==> src/rtl/write_channels_mngr_pkg.sv <==
// Shared widths, constants and FSM encoding for the tiny_axi write manager.
package write_channels_mngr_pkg;
  localparam int AXI_ID_W   = 4;
  localparam int AXI_ADDR_W = 32;
  localparam int AXI_DATA_W = 32;
  localparam int LINE_W     = 128;
  localparam logic [5:0] ATOP_NONE = 6'h0;

  typedef enum logic [1:0] {
    IDLE   = 2'd0,
    XFER   = 2'd1,
    WAIT_B = 2'd2
  } state_e;
endpackage

==> src/rtl/write_channels_mngr_if.sv <==
// Local request/completion plus AW/W/B channels of the tiny_axi write path.
interface write_channels_mngr_if;
  import write_channels_mngr_pkg::*;

  logic                  wreq_m_valid;
  logic                  wreq_m_ready;
  logic [AXI_ADDR_W-1:0] wreq_m_addr;
  logic [LINE_W-1:0]     wreq_m_data;
  logic                  awvalid;
  logic                  awready;
  logic [AXI_ID_W-1:0]   awid;
  logic [AXI_ADDR_W-1:0] awaddr;
  logic [5:0]            awatop;
  logic                  wvalid;
  logic                  wready;
  logic [AXI_DATA_W-1:0] wdata;
  logic                  wlast;
  logic                  bvalid;
  logic                  bready;
  logic [AXI_ID_W-1:0]   bid;
  logic                  bcomp;
  logic                  wcomp_m_valid;
  logic                  wcomp_m_err;

  modport master (
    input  wreq_m_valid, wreq_m_addr, wreq_m_data, awready, wready, bvalid, bid, bcomp,
    output wreq_m_ready, awvalid, awid, awaddr, awatop, wvalid, wdata, wlast, bready,
           wcomp_m_valid, wcomp_m_err
  );
  modport slave (
    output wreq_m_valid, wreq_m_addr, wreq_m_data, awready, wready, bvalid, bid, bcomp,
    input  wreq_m_ready, awvalid, awid, awaddr, awatop, wvalid, wdata, wlast, bready,
           wcomp_m_valid, wcomp_m_err
  );
endinterface

==> src/rtl/write_channels_mngr_wdata.sv <==
// W channel: latches a 128-bit line on start and serializes it as BEATS
// 32-bit beats, beat 0 from the low word.
module wdata_chan_mngr
  import write_channels_mngr_pkg::*;
#(
  parameter int BEATS = 4
) (
  input  logic                  clk,
  input  logic                  rst,
  input  logic                  start,
  input  logic [LINE_W-1:0]     line,
  input  logic                  wready,
  output logic                  wvalid,
  output logic [AXI_DATA_W-1:0] wdata,
  output logic                  wlast,
  output logic                  w_done
);
  logic [BEATS-1:0][AXI_DATA_W-1:0] beats_q;
  logic [1:0]                       beat;

  always_ff @(posedge clk) begin
    if (rst) begin
      beats_q <= '0;
      beat    <= '0;
      wvalid  <= 1'b0;
      w_done  <= 1'b0;
    end else if (start) begin
      beats_q <= line;
      beat    <= '0;
      wvalid  <= 1'b1;
      w_done  <= 1'b0;
    end else if (wvalid && wready) begin
      // The beat counter parks on the last beat so wdata stays put after done.
      if (beat == 2'(BEATS-1)) begin
        wvalid <= 1'b0;
        w_done <= 1'b1;
      end else begin
        beat <= beat + 2'd1;
      end
    end
  end

  assign wdata = beats_q[beat];
  assign wlast = wvalid && (beat == 2'(BEATS-1));
endmodule

==> src/rtl/write_channels_mngr.sv <==
// tiny_axi write manager: one local 128-bit write -> AW + 4 W beats -> B,
// then a one-cycle completion pulse. One transaction in flight.
module write_channels_mngr
  import write_channels_mngr_pkg::*;
#(
  parameter logic [AXI_ID_W-1:0] ID_INIT = 4'h0,
  parameter int                  BEATS   = 4
) (
  input  logic                  clk,
  input  logic                  rst,
  write_channels_mngr_if.master bus
);
  state_e                state;
  logic [AXI_ID_W-1:0]   id_cnt;
  logic                  aw_done;
  logic                  accept, aw_fin, w_fin;
  logic                  wvalid, wlast, w_done;
  logic [AXI_DATA_W-1:0] wdata;

  assign accept = (state == IDLE) && bus.wreq_m_ready && bus.wreq_m_valid;
  // Both channels may finish on the same edge; look through this cycle's handshakes.
  assign aw_fin = aw_done || (bus.awvalid && bus.awready);
  assign w_fin  = w_done  || (wvalid && bus.wready && wlast);

  wdata_chan_mngr #(.BEATS(BEATS)) u_wdata (
    .clk    (clk),
    .rst    (rst),
    .start  (accept),
    .line   (bus.wreq_m_data),
    .wready (bus.wready),
    .wvalid (wvalid),
    .wdata  (wdata),
    .wlast  (wlast),
    .w_done (w_done)
  );

  assign bus.wvalid = wvalid;
  assign bus.wdata  = wdata;
  assign bus.wlast  = wlast;
  assign bus.awatop = ATOP_NONE;

  always_ff @(posedge clk) begin
    if (rst) begin
      state             <= IDLE;
      id_cnt            <= ID_INIT;
      aw_done           <= 1'b0;
      bus.wreq_m_ready  <= 1'b1;
      bus.awvalid       <= 1'b0;
      bus.awid          <= '0;
      bus.awaddr        <= '0;
      bus.bready        <= 1'b0;
      bus.wcomp_m_valid <= 1'b0;
      bus.wcomp_m_err   <= 1'b0;
    end else begin
      bus.wcomp_m_valid <= 1'b0;
      case (state)
        IDLE: begin
          bus.wreq_m_ready <= 1'b1;
          if (accept) begin
            bus.wreq_m_ready <= 1'b0;
            bus.awvalid      <= 1'b1;
            bus.awid         <= id_cnt;
            bus.awaddr       <= bus.wreq_m_addr;
            id_cnt           <= id_cnt + 4'd1;
            aw_done          <= 1'b0;
            state            <= XFER;
          end
        end
        XFER: begin
          if (bus.awvalid && bus.awready) begin
            bus.awvalid <= 1'b0;
            aw_done     <= 1'b1;
          end
          if (aw_fin && w_fin) begin
            bus.bready <= 1'b1;
            state      <= WAIT_B;
          end
        end
        WAIT_B: begin
          if (bus.bvalid) begin
            bus.bready        <= 1'b0;
            bus.wcomp_m_valid <= 1'b1;
            bus.wcomp_m_err   <= ~bus.bcomp | (bus.bid != bus.awid);
            // Ready comes back one cycle later, so it stays low through the pulse.
            state             <= IDLE;
          end
        end
        default: state <= IDLE;
      endcase
    end
  end
endmodule

==> src/flat_wrapper.sv <==
// flat-port wrapper written by rule: the top's interface ports become plain ports
module write_channels_mngr_flat import write_channels_mngr_pkg::*;
#(
  parameter logic [AXI_ID_W-1:0] ID_INIT = 4'h0,
  parameter int                  BEATS   = 4
)
  (clk, rst, bus_wreq_m_valid, bus_wreq_m_addr, bus_wreq_m_data, bus_awready, bus_wready, bus_bvalid, bus_bid, bus_bcomp, bus_wreq_m_ready, bus_awvalid, bus_awid, bus_awaddr, bus_awatop, bus_wvalid, bus_wdata, bus_wlast, bus_bready, bus_wcomp_m_valid, bus_wcomp_m_err);
  write_channels_mngr_if bus_i ();
  input  logic clk;
  input  logic rst;
  input wire logic [$bits(bus_i.wreq_m_valid)-1:0] bus_wreq_m_valid;
  input wire logic [$bits(bus_i.wreq_m_addr)-1:0] bus_wreq_m_addr;
  input wire logic [$bits(bus_i.wreq_m_data)-1:0] bus_wreq_m_data;
  input wire logic [$bits(bus_i.awready)-1:0] bus_awready;
  input wire logic [$bits(bus_i.wready)-1:0] bus_wready;
  input wire logic [$bits(bus_i.bvalid)-1:0] bus_bvalid;
  input wire logic [$bits(bus_i.bid)-1:0] bus_bid;
  input wire logic [$bits(bus_i.bcomp)-1:0] bus_bcomp;
  output wire logic [$bits(bus_i.wreq_m_ready)-1:0] bus_wreq_m_ready;
  output wire logic [$bits(bus_i.awvalid)-1:0] bus_awvalid;
  output wire logic [$bits(bus_i.awid)-1:0] bus_awid;
  output wire logic [$bits(bus_i.awaddr)-1:0] bus_awaddr;
  output wire logic [$bits(bus_i.awatop)-1:0] bus_awatop;
  output wire logic [$bits(bus_i.wvalid)-1:0] bus_wvalid;
  output wire logic [$bits(bus_i.wdata)-1:0] bus_wdata;
  output wire logic [$bits(bus_i.wlast)-1:0] bus_wlast;
  output wire logic [$bits(bus_i.bready)-1:0] bus_bready;
  output wire logic [$bits(bus_i.wcomp_m_valid)-1:0] bus_wcomp_m_valid;
  output wire logic [$bits(bus_i.wcomp_m_err)-1:0] bus_wcomp_m_err;
  assign bus_i.wreq_m_valid = bus_wreq_m_valid;
  assign bus_i.wreq_m_addr = bus_wreq_m_addr;
  assign bus_i.wreq_m_data = bus_wreq_m_data;
  assign bus_i.awready = bus_awready;
  assign bus_i.wready = bus_wready;
  assign bus_i.bvalid = bus_bvalid;
  assign bus_i.bid = bus_bid;
  assign bus_i.bcomp = bus_bcomp;
  assign bus_wreq_m_ready = bus_i.wreq_m_ready;
  assign bus_awvalid = bus_i.awvalid;
  assign bus_awid = bus_i.awid;
  assign bus_awaddr = bus_i.awaddr;
  assign bus_awatop = bus_i.awatop;
  assign bus_wvalid = bus_i.wvalid;
  assign bus_wdata = bus_i.wdata;
  assign bus_wlast = bus_i.wlast;
  assign bus_bready = bus_i.bready;
  assign bus_wcomp_m_valid = bus_i.wcomp_m_valid;
  assign bus_wcomp_m_err = bus_i.wcomp_m_err;
  write_channels_mngr #(.ID_INIT(ID_INIT), .BEATS(BEATS)) u_core (.clk(clk), .rst(rst), .bus(bus_i));
endmodule
==> config.mk <==
export PLATFORM = sky130hd
export DESIGN_NAME = write_channels_mngr_flat
export DESIGN_NICKNAME = d
export VERILOG_FILES = /design/src/rtl/write_channels_mngr_pkg.sv /design/src/rtl/write_channels_mngr_if.sv /design/src/rtl/write_channels_mngr_wdata.sv /design/src/rtl/write_channels_mngr.sv /design/src/flat_wrapper.sv
export SDC_FILE = /design/constraint.sdc
export NUM_CORES = 1
export LEC_CHECK = 0
export CAP_MARGIN = 20
export CORE_ASPECT_RATIO = 1.1
export CORE_UTILIZATION = 35
export CTS_BUF_LIST = sky130_fd_sc_hd__clkbuf_4 sky130_fd_sc_hd__clkbuf_8
export CTS_CLUSTER_DIAMETER = 30
export CTS_CLUSTER_SIZE = 8
export DETAILED_ROUTE_END_ITERATION = 6
export SLEW_MARGIN = 10
export SYNTH_ARGS = -nofsm -noshare
export SYNTH_HDL_FRONTEND = slang
export SYNTH_HIERARCHICAL = 1
export SYNTH_SLANG_ARGS = --single-unit
==> constraint.sdc <==
create_clock -name clk -period 1.95 [get_ports clk]
set_clock_uncertainty 0.05 [all_clocks]
set_input_delay 0.2925 -clock clk [delete_from_list [all_inputs] [get_ports clk]]
set_output_delay 0.2925 -clock clk [all_outputs]
set_load 0.01 [all_outputs]
Word level (Yosys, flattened, before mapping)
Index checks and enable logic that the tools add are counted.
Cells by class
  equal/unequal tests: 8
  multiplexer cells: 20
  add/subtract/negate cells: 2
  order comparisons: 1
  bitwise gates (word level): 4
  reduce and logical (&&, ||, !) cells: 24
Operators by type and width (count)
  $bmux 32 s2: 1
  $mux 32: 1
  $mux 1: 11
  $reduce_and 2->1: 5
  $reduce_and 3->1: 3
  $reduce_bool 2->1: 4
  $logic_and 1x1->1: 7
  $mux 2: 3
  $ne 2x1->1 const B: 3
  $pmux 1 s2: 3
  $pmux 2 s3: 1
  $add 4x1->4 const B: 1
  $eq 2x2->1 const B: 2
  $ne 4x4->1: 1
  $reduce_or 2->1: 2
  $lt 2x3->1 const B: 1
  $not 1->1: 3
  $add 2x1->2 const B: 1
  $eq 2x1->1 const B: 1
  $logic_not 2->1: 1
  $logic_or 1x1->1: 2
  $ne 2x2->1 const B: 1
  $or 1x1->1: 1
Storage, ports and cells
  register bits: 180
  logic and storage cells: 76

Depth between registers and ports, before layout
  word-level depth: 7
  gate-level depth with buffers: 9
  depth with buffers taken out: 5

Hierarchy
The synthesis kept the hierarchy.
Modules (own cells, without submodules)
  wdata_chan_mngr: area an instance 5565.3 µm², instances 1, seq. area each 2642.5 µm², cells each 472
  write_channels_mngr: area an instance 1803.0 µm², instances 1, seq. area each 960.9 µm², cells each 221

Worst setup path after synthesis
No wires, ideal clock.
  kind: register to register
  start: register u_core.state[1]
  end: register u_core/u_wdata/beats_q[0] in the netlist's numbering
  period minus slack after synthesis: 1.770 ns
  arrival time: 1.592 ns
  slack: 0.180 ns
  stages on the path, launching flop included: 10
  data required time: 1.772 ns
  library setup time: 0.128 ns
  cell sequence: dfxtp_1 -> nand4bb_1 -> buf_2 -> clkinv_2 -> buf_2 -> buf_2 -> buf_6 -> buf_6 -> mux2i_1 -> nor2_1
On the way
  word-level cells in the longest chain between the ends: 3
Ends and longest elaborated chain
  from (decl): line write_channels_mngr.sv:13  | state_e state;
  from (signal assigned): line write_channels_mngr.sv:44  | state <= IDLE;
  from (signal assigned): line write_channels_mngr.sv:66  | state <= XFER;
  from (signal assigned): line write_channels_mngr.sv:76  | state <= WAIT_B;
  $logic_not 2->1: line write_channels_mngr.sv:20  | assign accept = (state == IDLE) && bus.wreq_m_ready && bus.wreq_m_valid;
  $logic_and 1x1->1 (2 in a row): line write_channels_mngr.sv:20
  via u_core.accept: line write_channels_mngr.sv:16  | logic accept, aw_fin, w_fin;
  to (signal assigned): line write_channels_mngr_wdata.sv:28  | beats_q <= line;
  to (decl): line write_channels_mngr_wdata.sv:18  | logic [BEATS-1:0][AXI_DATA_W-1:0] beats_q;
The timed path passes the listed nets, and every way through them passes these cells.
A chain may end at the register's enable or synchronous reset.

Worst setup path after layout
  start: register u_core.u_wdata.beat[1]
  end: output bus_wdata[15]
On the way
  word-level cells in the longest chain between the ends: 2
Ends and longest elaborated chain
  from (decl): line write_channels_mngr_wdata.sv:19  | logic [1:0] beat;
  from (signal assigned): line write_channels_mngr_wdata.sv:38  | beat <= beat + 2'd1;
  $bmux 32 s2: line write_channels_mngr_wdata.sv:43  | assign wdata = beats_q[beat];
  $mux 32 (not written as such): line write_channels_mngr_wdata.sv:43
  to (decl): line flat_wrapper.sv:25  | output wire logic [$bits(bus_i.wdata)-1:0] bus_wdata;
Every way passes these cells. The select of a mux whose other input is x is not followed.

==> flow_metrics.env <==
export IMPL_maximum_number_of_pins_on_one_net_before_global_route_repair=53
export IMPL_regToRegSetupSlack_ps=270
export IMPL_cpLargestDelayFamily="multiplexers"
export IMPL_netlist_cell_type_count=39
export IMPL_final_core_utilization_pct=51.4
export IMPL_area_growth_pct=43.5
export IMPL_first_pass_iters=4
export IMPL_insertion_delay_ps=450
export IMPL_placement_rows=55
export IMPL_timing_critical_path_buf_inv=2
export IMPL_first_global_vias=5550
export IMPL_drc_errors=0
export IMPL_clock_root_buffer="sky130_fd_sc_hd__clkbuf_8"
export IMPL_power_leakage_nw=4.16
export IMPL_starting_density_of_the_core_pct=35.8
export IMPL_clock_path_buffers=2
export IMPL_yosys_warnings=6
export IMPL_top_flip_flop_cell_by_instance_count_after_synthesis="sky130_fd_sc_hd__dfxtp_1"
export IMPL_routed_via_count=5684
export IMPL_setup_tns_ps=-1620
export IMPL_tritoncts_num_buffers=17
export IMPL_slew_violations=0
export IMPL_diodes=0
export IMPL_dpl_hpwl_mm=13.2
export IMPL_crit_path_max_fanout=6
export IMPL_netlist_instances=693
export IMPL_finalSetupViolations=32
export IMPL_finished_layout_cells=1207
export IMPL_start_kind="register"
export IMPL_globalRouteTotalUtil_pct=17.7
export IMPL_design_power_total_mw=8.05
export IMPL_layout_nets=1112
export IMPL_initial_antenna_violation_count=0
export IMPL_tritoncts="yes"
export IMPL_globalRoute_totalOverflow=0
export IMPL_synth_seq_cells=180
export IMPL_post_route_worst_setup_slack_ps=-104
export IMPL_dpl_cell_count=1167
export IMPL_clk_pin_slew_ps=90
export IMPL_finalWeightedCongestion=0.737
export IMPL_core_region_area_um2=20600
export IMPL_wire_per_inst_um=15.6
export IMPL_critPathMaxStageDelay_ps=530
export IMPL_die_y_um=154
export IMPL_final_cell_area_um2=10600
export IMPL_drt_first_iter_violations=190
export IMPL_postPlaceCellArea_um2=10100
export IMPL_final_min_period_over_clock_period_pct=105
export IMPL_ys_seq_area_share_pct=48.9
export IMPL_grt_first_pass_wirelength_mm=29.8
export IMPL_design_die_area_um2=21600
export IMPL_ys_async_sr_fraction_pct=0
export IMPL_cp_arrival_ps=1710
export IMPL_finalCriticalPeriod_ps=2050
export IMPL_pin_count=252
export IMPL_post_cts_hold_buffer_count=0
export IMPL_cts_sinks=180
export IMPL_critPathCaptureType="output pin"
export IMPL_netlist_area_um2=7370
export IMPL_ir_drop_mv=0.472
export IMPL_fin_hold_ws_ps=156
export IMPL_chip_width_um=140
export IMPL_detail_route_vias_per_cell=4.71
export IMPL_remaining_antenna_violation_count=0
export IMPL_final_hold_viol_count=0
export IMPL_finalWirelength_mm=18.8
export IMPL_holdCritPathClass="in2reg"
export IMPL_failed_checks="negative setup slack"
export IMPL_pre_cts_slack_ps=-35.9
export IMPL_drive_above_1_share_pct=15.0
export IMPL_numPortBuffers=245
export IMPL_crit_required_ps=1610
export IMPL_grt_setup_unrepaired="yes"
export IMPL_fmaxAchievable_mhz=487
export IMPL_result_of_the_run="finished, violations left"
export IMPL_syn_mean_instance_area_um2=10.6
export IMPL_path_class="reg2out"
export IMPL_critical_path_slowest_cell="sky130_fd_sc_hd__mux4_2"
export IMPL_power_per_cell_area_nw_per_um2=761
export IMPL_synth_edf_count=0
export IMPL_fillCellCount=1933
export IMPL_cap_viol_max_count=0
export IMPL_cp_cell_sequence="buf_8 -> mux4_2 -> buf_6"
export IMPL_cts_htree_levels=4
[layer usage]
metal / wire [µm] / track usage [%] / share of wire, %
met4: 222 / 5.65 / 1.2
met2: 8810 / 28.4 / 47
met1: 8140 / 22.0 / 43
met5: 0 / 0 / 0
met3: 1610 / 6.66 / 8.6
[timing repair]
action | 4_1_cts | 5_1_grt
pin swaps | 0 | 0
cloned | 2 | 0
setup buffers | 6 | 2
endpoints found under the hold margin | 0 | 0
endpoints found under the setup margin | 33 | 33
gates resized for setup | 168 | 19
[cell families (layout without fill, tap and decap cells)]
logic type                 Yosys count  after routing  synth area share, %
and+or+nand+nor                    227            227                 12.3
DFF                                180            180                 48.9
muxes                              162            162                 27.8
buffers and inverters               61            314                 5.74
AOI/OAI and AO/OA                   54             54                 4.06
xor gates and xnor gates             5              5                0.594
adders and majority gates            3              3                0.509
other                                1              6               0.0509
[power breakdown]
part	switching [mW]	internal (mW)	total, mW
sequential	0.137	3.92	4.06
combinational	0.627	0.920	1.55
clock	1.40	1.04	2.44
total	2.16	5.89	8.05
[worst paths after layout]
check / from / end / depth (start not counted)
hold reg to reg: u_core/bus.awaddr[2] / u_core/bus.awaddr[2] / 2
hold / removal: rst / u_core/bus.awaddr[6] / 2
setup reg to reg: u_core/state[1] / u_core/id_cnt[3] / 4
setup / recovery: u_core/u_wdata/beat[1] / bus_wdata[15] / 3
[placed cells by master (no fill, tap or decap), types with 2 or more instances in the layout]
cell type	count
sky130_fd_sc_hd__clkdlybuf4s50_1	211
sky130_fd_sc_hd__dfxtp_1	178
sky130_fd_sc_hd__nor2_1	134
sky130_fd_sc_hd__mux2i_1	128
sky130_fd_sc_hd__nand2_1	75
sky130_fd_sc_hd__a21oi_1	42
sky130_fd_sc_hd__mux4_2	32
sky130_fd_sc_hd__buf_6	29
sky130_fd_sc_hd__clkbuf_8	17
sky130_fd_sc_hd__buf_12	14
sky130_fd_sc_hd__buf_4	14
sky130_fd_sc_hd__buf_2	9
sky130_fd_sc_hd__conb_1	6
sky130_fd_sc_hd__clkinv_2	5
sky130_fd_sc_hd__inv_6	4
sky130_fd_sc_hd__xor2_1	4
sky130_fd_sc_hd__nor3b_1	4
sky130_fd_sc_hd__clkinv_4	3
sky130_fd_sc_hd__o21ai_0	3
sky130_fd_sc_hd__nor3_1	3
sky130_fd_sc_hd__inv_8	2
sky130_fd_sc_hd__a311oi_1	2
sky130_fd_sc_hd__nand3_1	2
sky130_fd_sc_hd__inv_1	2
sky130_fd_sc_hd__a21boi_0	2
sky130_fd_sc_hd__or3_1	2
sky130_fd_sc_hd__ha_1	2
sky130_fd_sc_hd__mux2_2	2
sky130_fd_sc_hd__dfxtp_4	2
sky130_fd_sc_hd__buf_8	2
[registers in the layout, summed over array words and instances (netlist names)]
register and count:
u_core/bus.awaddr 32, u_core/bus.awvalid 1, u_core/bus.wcomp_m_err 1, u_core/aw_done 1
u_core/u_wdata/beat 2, u_core/u_wdata/wvalid 1, u_core/u_wdata/beats_q 128, u_core/u_wdata/w_done 1
u_core/bus.awid 4, u_core/id_cnt 4, u_core/bus.bready 1, u_core/state 2
u_core/bus.wcomp_m_valid 1, u_core/bus.wreq_m_ready 1
[Yosys cell counts, types with 2 or more instances]
| cell | instances | area, µm² |
|---|---|---|
| sky130_fd_sc_hd__dfxtp_1 | 180 | 3600 |
| sky130_fd_sc_hd__nor2_1 | 134 | 503 |
| sky130_fd_sc_hd__mux2i_1 | 128 | 1280 |
| sky130_fd_sc_hd__nand2_1 | 75 | 282 |
| sky130_fd_sc_hd__a21oi_1 | 42 | 210 |
| sky130_fd_sc_hd__mux4_2 | 25 | 563 |
| sky130_fd_sc_hd__buf_2 | 17 | 85.1 |
| sky130_fd_sc_hd__buf_4 | 15 | 113 |
| sky130_fd_sc_hd__clkbuf_1 | 12 | 45.0 |
| sky130_fd_sc_hd__buf_6 | 11 | 124 |
| sky130_fd_sc_hd__mux4_1 | 7 | 184 |
| sky130_fd_sc_hd__nor3b_1 | 4 | 30.0 |
| sky130_fd_sc_hd__xor2_1 | 4 | 35.0 |
| sky130_fd_sc_hd__ha_1 | 3 | 37.5 |
| sky130_fd_sc_hd__nor3_1 | 3 | 15.0 |
| sky130_fd_sc_hd__o21ai_0 | 3 | 15.0 |
| sky130_fd_sc_hd__a21boi_0 | 2 | 15.0 |
| sky130_fd_sc_hd__a311oi_1 | 2 | 17.5 |
| sky130_fd_sc_hd__buf_12 | 2 | 40.0 |
| sky130_fd_sc_hd__inv_1 | 2 | 7.51 |
| sky130_fd_sc_hd__mux2_2 | 2 | 22.5 |
| sky130_fd_sc_hd__nand3_1 | 2 | 10.0 |
| sky130_fd_sc_hd__or3_1 | 2 | 12.5 |
[area by class of cell]
| type | instances | area [µm²] | share of cell area (%) |
|---|---|---|---|
| clock buffers | 18 | 241 | 2.28 |
| clock inverters | 14 | 128 | 1.21 |
| inverters | 3 | 18.8 | 0.178 |
| multi-input cells | 457 | 3350 | 31.7 |
| flip-flops and latches | 180 | 3610 | 34.2 |
| well taps | 256 | 320 | 3.03 |
| repair buffers | 279 | 2900 | 27.4 |
Power figures use the tool's default switching activity.
==> edit 1 (same flow settings) <==
Encoding of `state_e`: now one-hot (3 bits for 3 states).
--- a/src/rtl/write_channels_mngr_pkg.sv
+++ b/src/rtl/write_channels_mngr_pkg.sv
@@ -6,10 +6,10 @@
   localparam int LINE_W     = 128;
   localparam logic [5:0] ATOP_NONE = 6'h0;
 
-  typedef enum logic [1:0] {
-    IDLE   = 2'd0,
-    XFER   = 2'd1,
-    WAIT_B = 2'd2
+  typedef enum logic [2:0] {
+    IDLE   = 3'b001,
+    XFER   = 3'b010,
+    WAIT_B = 3'b100
   } state_e;
 endpackage
 
Function: no difference found for any inputs over 4 cycles, from zero or initial values and one cycle with rst high; so few cycles prove little.
==> edit 1 against the original RTL <==
The flow still finishes with violations (setup timing); sequential cell count up 1; worst setup slack worse by 0.0085 ns; area after synthesis up 2.5%; largest cell class unchanged; final area up 3.6%; routed wire length up 6.7%; critical endpoint is now bus_wdata[14]; maximum frequency down 0.41%.
Power is not compared: it rests on default switching activity, and its combinational part moved more than twofold at a synthesized area within 25%.
==> edit 1: results (changes against the original RTL) <==
STA
  • Final worst slack: -0.112 ns (was -0.104 ns)
  • Final setup fails: 32 (unchanged)
  • WHS: 0.229 ns (was 0.156 ns)
  • Setup tns final: -1.60 ns (was -1.62 ns)

Run status
  • Violated checks: setup timing (unchanged)
  • Outcome: complete, but fails checks (unchanged)

Setup path
  • R2R Path End: u_core/u_wdata/beats_q[62] (was u_core/id_cnt[3])
  • Cell depth of the worst flop-to-flop path: 6 (was 4)
  • Flop-to-flop setup slack: 0.15 ns (was 0.27 ns)
  • Slowest stage delay, CP: 0.49 ns (was 0.53 ns)
  • CP Max Fanout: 5 (was 6)

Drt
  • Via-to-Cell Ratio: 4.77 (was 4.71)
  • WL/cell: 15.9 um (was 15.6 um)
  • DRT iter0 DRCs: 246 (was 190)

Cells and area
  • Nets@finish: 1132 (was 1112)
  • Share of layout cells above drive strength 1: 0.158 (was 0.150)
  • Post-route insts no fill: 1261 (was 1207)
  • Fillers: 1971 (was 1933)

Global route
  • Largest net degree at the start of global routing: 68 (was 53)
  • Global-route wire length before repair: 31.6 mm (was 29.8 mm)
  • Global-route usage over all layers: 0.183 (was 0.177)
  • Number of global-route vias before repair: 5963 (was 5550)
  • Initial antenna violation count: 1 (was 0)

Pwr
  • Leakage power: a little over 4 nW

Synth
  • Post-Syn Area per Cell: 10.6 sq um (about the same)
  • Dominant cells by area after synthesis: dfxtp_1 (48%), mux2i_1 (17%), mux4_2 (7.5%), nor2_1 (6.6%), a21oi_1 (2.9%) (was dfxtp_1 (49%), mux2i_1 (17%), mux4_2 (7.6%), nor2_1 (6.8%), nand2_1 (3.8%))
  • Top cells by count, synth: dfxtp_1 (181), nor2_1 (132), mux2i_1 (128) (was dfxtp_1 (180), nor2_1 (134), mux2i_1 (128))
  • Sequential share of the synthesized area: 0.480 (was 0.489)
  • Yosys cell types: 40 (was 39)
  • Syn. warnings: 6 (unchanged)

Place
  • # port buffers: 245 (unchanged)
  • GPL Wtd Cong: 0.756 (was 0.737)
  • HPWL after DPL: 13.9 mm (was 13.2 mm)
  • Post-Place Cells: 1221 (was 1167)

Clock network
  • Clk Latency, worst-skew pair: 0.45 ns (about the same)

Worst hold path
  • Sink of the worst hold path: u_core/bus.wcomp_m_valid (was u_core/bus.awaddr[6])
## edit 1: cell count changes after synthesis, moves of 2 or more
cell	unedited run	this run
a21oi_1	42	44
buf_2	17	11
clkbuf_1	12	27
nand2_1	75	5
nand3_1	2	41
nor2_1	134	132
nor3b_1	4	6
o21ai_0	3	40
## edit 1: cell families after synthesis
family / after synthesis / synth area share
AOI/OAI and AO/OA: 93 / 0.0654
xor gates and xnor gates: 5 / 0.00580
adders and majority gates: 3 / 0.00497
buffers and inverters: 67 / 0.0570
DFF: 181 / 0.480
muxes: 162 / 0.272
other: 1 / 0.000497
and+or+nand+nor: 198 / 0.115
## edit 1: cell type report
class | count | area [sq um] | share of cell area
Clock buffer | 19 | 262 | 0.0239
Clock inverter | 13 | 138 | 0.0126
Multi-Input combinational cell | 467 | 3530 | 0.322
Timing Repair Buffer | 290 | 3040 | 0.277
Sequential cell | 181 | 3630 | 0.331
Inverter | 1 | 3.75 | 0.000343
Tap cell | 290 | 363 | 0.0331
## edit 1: worst max-delay path by stage
stage	to
after floorplan	u_core/u_wdata/beats_q[0]
after global placement	bus_wdata[31]
after detailed placement	bus_wdata[31]
after CTS	bus_wdata[29]
after global routing	bus_wdata[14]
final	bus_wdata[14]
## edit 1: what timing repair did
item,CTS,global route
resized for setup,147,37
gates cloned,1,1
buffers inserted,6,2
pin swaps,0,0
endpoints found under the setup margin,33,33
## edit 1: stage by stage
stage | setup WS, ns | cell area [sq um]
2_1_floorplan | 0.0714 | 7570
3_3_place_gp | 0.00389 | 10500
3_5_place_dp | -0.00533 | 10500
4_1_cts | -0.225 | 10800
5_1_grt | -0.204 | 11000
6_report | -0.112 | 11000
## edit 1: routing by layer
metal / share of wire / wire length [um] / GRT usage / vias up
li1: - / - / - / 2987
met1: 0.43 / 8670 / 0.225 / 2815
met2: 0.47 / 9360 / 0.296 / 192
met3: 0.090 / 1800 / 0.0706 / 17
met4: 0.010 / 207 / 0.0481 / 2
met5: 0.00045 / 9 / 0 / -
## edit 1: where the power goes
part	internal (mW)	switching (mW)
clock network	1.13	1.46
logic	2.54	2.14
registers	4.47	0.413
## edit 1: worst register-to-register path, delay by kind of cell, from the launching register on
| kind | cells | cell delay [ns] |
|---|---|---|
| AND/OR/NAND/NOR | 3 | 0.71 |
| flip-flops | 1 | 0.32 |
| buffers and inverters | 2 | 0.41 |
| multiplexers | 1 | 0.23 |
==> edit 2 (same flow settings) <==
Made on the original files. Make the reset (`rst`) asynchronous in 2 clocked blocks.
--- a/src/rtl/write_channels_mngr_wdata.sv
+++ b/src/rtl/write_channels_mngr_wdata.sv
@@ -18,7 +18,7 @@
   logic [BEATS-1:0][AXI_DATA_W-1:0] beats_q;
   logic [1:0]                       beat;
 
-  always_ff @(posedge clk) begin
+  always_ff @(posedge clk or posedge rst) begin
     if (rst) begin
       beats_q <= '0;
       beat    <= '0;
--- a/src/rtl/write_channels_mngr.sv
+++ b/src/rtl/write_channels_mngr.sv
@@ -39,7 +39,7 @@
   assign bus.wlast  = wlast;
   assign bus.awatop = ATOP_NONE;
 
-  always_ff @(posedge clk) begin
+  always_ff @(posedge clk or posedge rst) begin
     if (rst) begin
       state             <= IDLE;
       id_cnt            <= ID_INIT;
Formal check against the unedited RTL: differs if rst is asserted again (counterexample within 4 cycles, from zero or initial values and one cycle with rst high); with rst held inactive, the same outputs for 4 cycles.
==> edit 2 against the original RTL <==
The flow still finishes with violations (setup timing); routed wire length fell by 3.5%; area after synthesis rose by 5.2%; final area rose by 6.8%; sequential cell count did not move; utilization rose by 1.1 points; maximum frequency fell by 7.0%; worst setup slack got worse by 0.16 ns; critical endpoint is now bus_wdata[21].
Power is not compared: it rests on default switching activity, and its combinational part moved more than twofold at a synthesized area within 25%.
==> edit 2: results (changes against the original RTL) <==
STA
  • Final worst slack: -0.259 ns (was -0.104 ns)
  • Setup tns final: -5.89 ns (was -1.62 ns)
  • Final setup fails: 33 (was 32)

Place
  • HPWL after DPL: 13.0 mm (was 13.2 mm)
  • Dpl ws: -0.145 ns (was -0.0359 ns)

Drt
  • Via count: 4831 (was 5684)
  • DRT iter0 DRCs: 130 (was 190)
  • WL/cell: 17.5 um (was 15.6 um)
  • First-pass DRT Iterations: 5 (was 4)

Setup path
  • Data arrival, critical path: 1.87 ns (was 1.71 ns)
  • Cell depth of the worst flop-to-flop path: 8 (was 4)
  • CP Max Fanout: 5 (was 6)
  • R2R Path End: u_core/state[1] (was u_core/id_cnt[3])
  • Flop-to-flop setup slack: 0.12 ns (was 0.27 ns)
  • Worst r2r src: u_core/u_wdata/beat[0] (was u_core/state[1])

Synth
  • Async set-reset flop share out of synthesis: 1.00 (was 0)
  • Sequential share of the synthesized area: 0.581 (was 0.489)
  • Top cells by count, synth: dfrtp_1 (179), mux2_2 (161), mux4_2 (28) (was dfxtp_1 (180), nor2_1 (134), mux2i_1 (128))
  • Dominant cells by area after synthesis: dfrtp_1 (58%), mux2_2 (23%), mux4_2 (8.1%), buf_6 (2.2%), mux4_1 (1.4%) (was dfxtp_1 (49%), mux2i_1 (17%), mux4_2 (7.6%), nor2_1 (6.8%), nand2_1 (3.8%))
  • Yosys cell types: 32 (was 39)

Cells and area
  • Share of layout cells above drive strength 1: 0.413 (was 0.150)
  • Nets@finish: 906 (was 1112)

Global route
  • Initial antenna violation count: 1 (was 0)
  • Largest net degree at the start of global routing: 89 (was 53)
  • Global-route wire length before repair: 28.3 mm (was 29.8 mm)
  • Number of global-route vias before repair: 5304 (was 5550)

Run status
  • Violated checks: setup timing (unchanged)
  • Outcome: complete, but fails checks (unchanged)

Pwr
  • Leakage power: roughly 4.7 nW
[edit 2: cell types whose count changed after synthesis, moves of 72 or more]
cell	change
dfrtp_1	+179
dfxtp_1	-180
mux2_2	+159
mux2i_1	-127
nor2_1	-126
nand2_1	-72
[edit 2: worst max-delay path by stage]
stage	from	to	slack, ns	cells past startpoint
detailed placement	bus_wreq_m_valid	u_core/u_wdata/beats_q[20]	-0.15	5
finish	u_core/u_wdata/beat[0]	bus_wdata[21]	-0.26	4
CTS	u_core/u_wdata/beat[0]	bus_wdata[21]	-0.31	4
global route	u_core/u_wdata/beat[0]	bus_wdata[21]	-0.34	4
floorplan	rst	u_core/u_wdata/beat[0]	-0.03	1
global placement	bus_wreq_m_valid	u_core/u_wdata/beats_q[20]	-0.16	5
[edit 2: timing repair]
item                                    in CTS  in global routing
pin swaps                                    0                  1
setup buffers                                6                  6
endpoints found under the setup margin      34                 33
endpoints found under the hold margin        0                  0
gates resized for setup                    181                  8
gates cloned                                 3                  0
[edit 2: layer usage]
layer  up-vias  global-route usage  part of all wire
li1       2211                   -                 -
met1      2409               0.200              0.41
met2       197               0.273              0.48
met3        14              0.0696              0.10
met4         0              0.0532            0.0099
met5         -                   0                 0
[edit 2: stage by stage]
stage | instances | cell area [sq um] | hold WS, ns | utilization
2_1_floorplan | 464 | 7850 | 0.377 | -
3_3_place_gp | 990 | 10700 | 0.414 | 0.496
5_1_grt | 1036 | 11300 | 0.0666 | 0.525
6_report | 1036 | 11300 | 0.0649 | 0.525
4_1_cts | 1031 | 11200 | 0.0376 | 0.521
3_5_place_dp | 990 | 10700 | 0.428 | 0.496
[edit 2: final cells by class]
cell class              instances  share of cell area
clock inverters                15              0.0119
multi-input cells             247               0.267
well taps                     290              0.0321
flip-flops and latches        180               0.399
clock buffers                  17              0.0207
repair buffers                284               0.268
inverters                       3             0.00133
[edit 2: cell families (layout without fill, tap and decap cells)]
family,count (synthesis),count (layout),synth area share
buffers and inverters,37,319,0.0423
multiplexers,199,199,0.337
XOR/XNOR,7,7,0.00888
flip-flops,180,180,0.581
AND/OR/NAND/NOR,23,23,0.0178
adder cells (fa/ha/maj),2,2,0.00323
other,1,6,0.000484
AO/OA/AOI/OAI,10,10,0.00904
[edit 2: power groups by stage]
stage	logic (mW)	registers [mW]	clock network, mW
after floorplan	5.08	6.65	0
after global placement	8.43	6.66	0
after detailed placement	8.57	6.79	0
after CTS	9.11	6.73	2.52
after global routing	9.86	6.96	2.65
final	9.14	6.70	2.41
[edit 2: worst reg2reg max path, stage by stage (launching register included)]
cell and delay (ns):
dfrtp_2 0.47, buf_8 0.16, buf_6 0.12, ha_4 0.15, and2_4 0.15, buf_4 0.12, a31oi_1 0.20, nor2_1 0.08
a22o_1 0.22
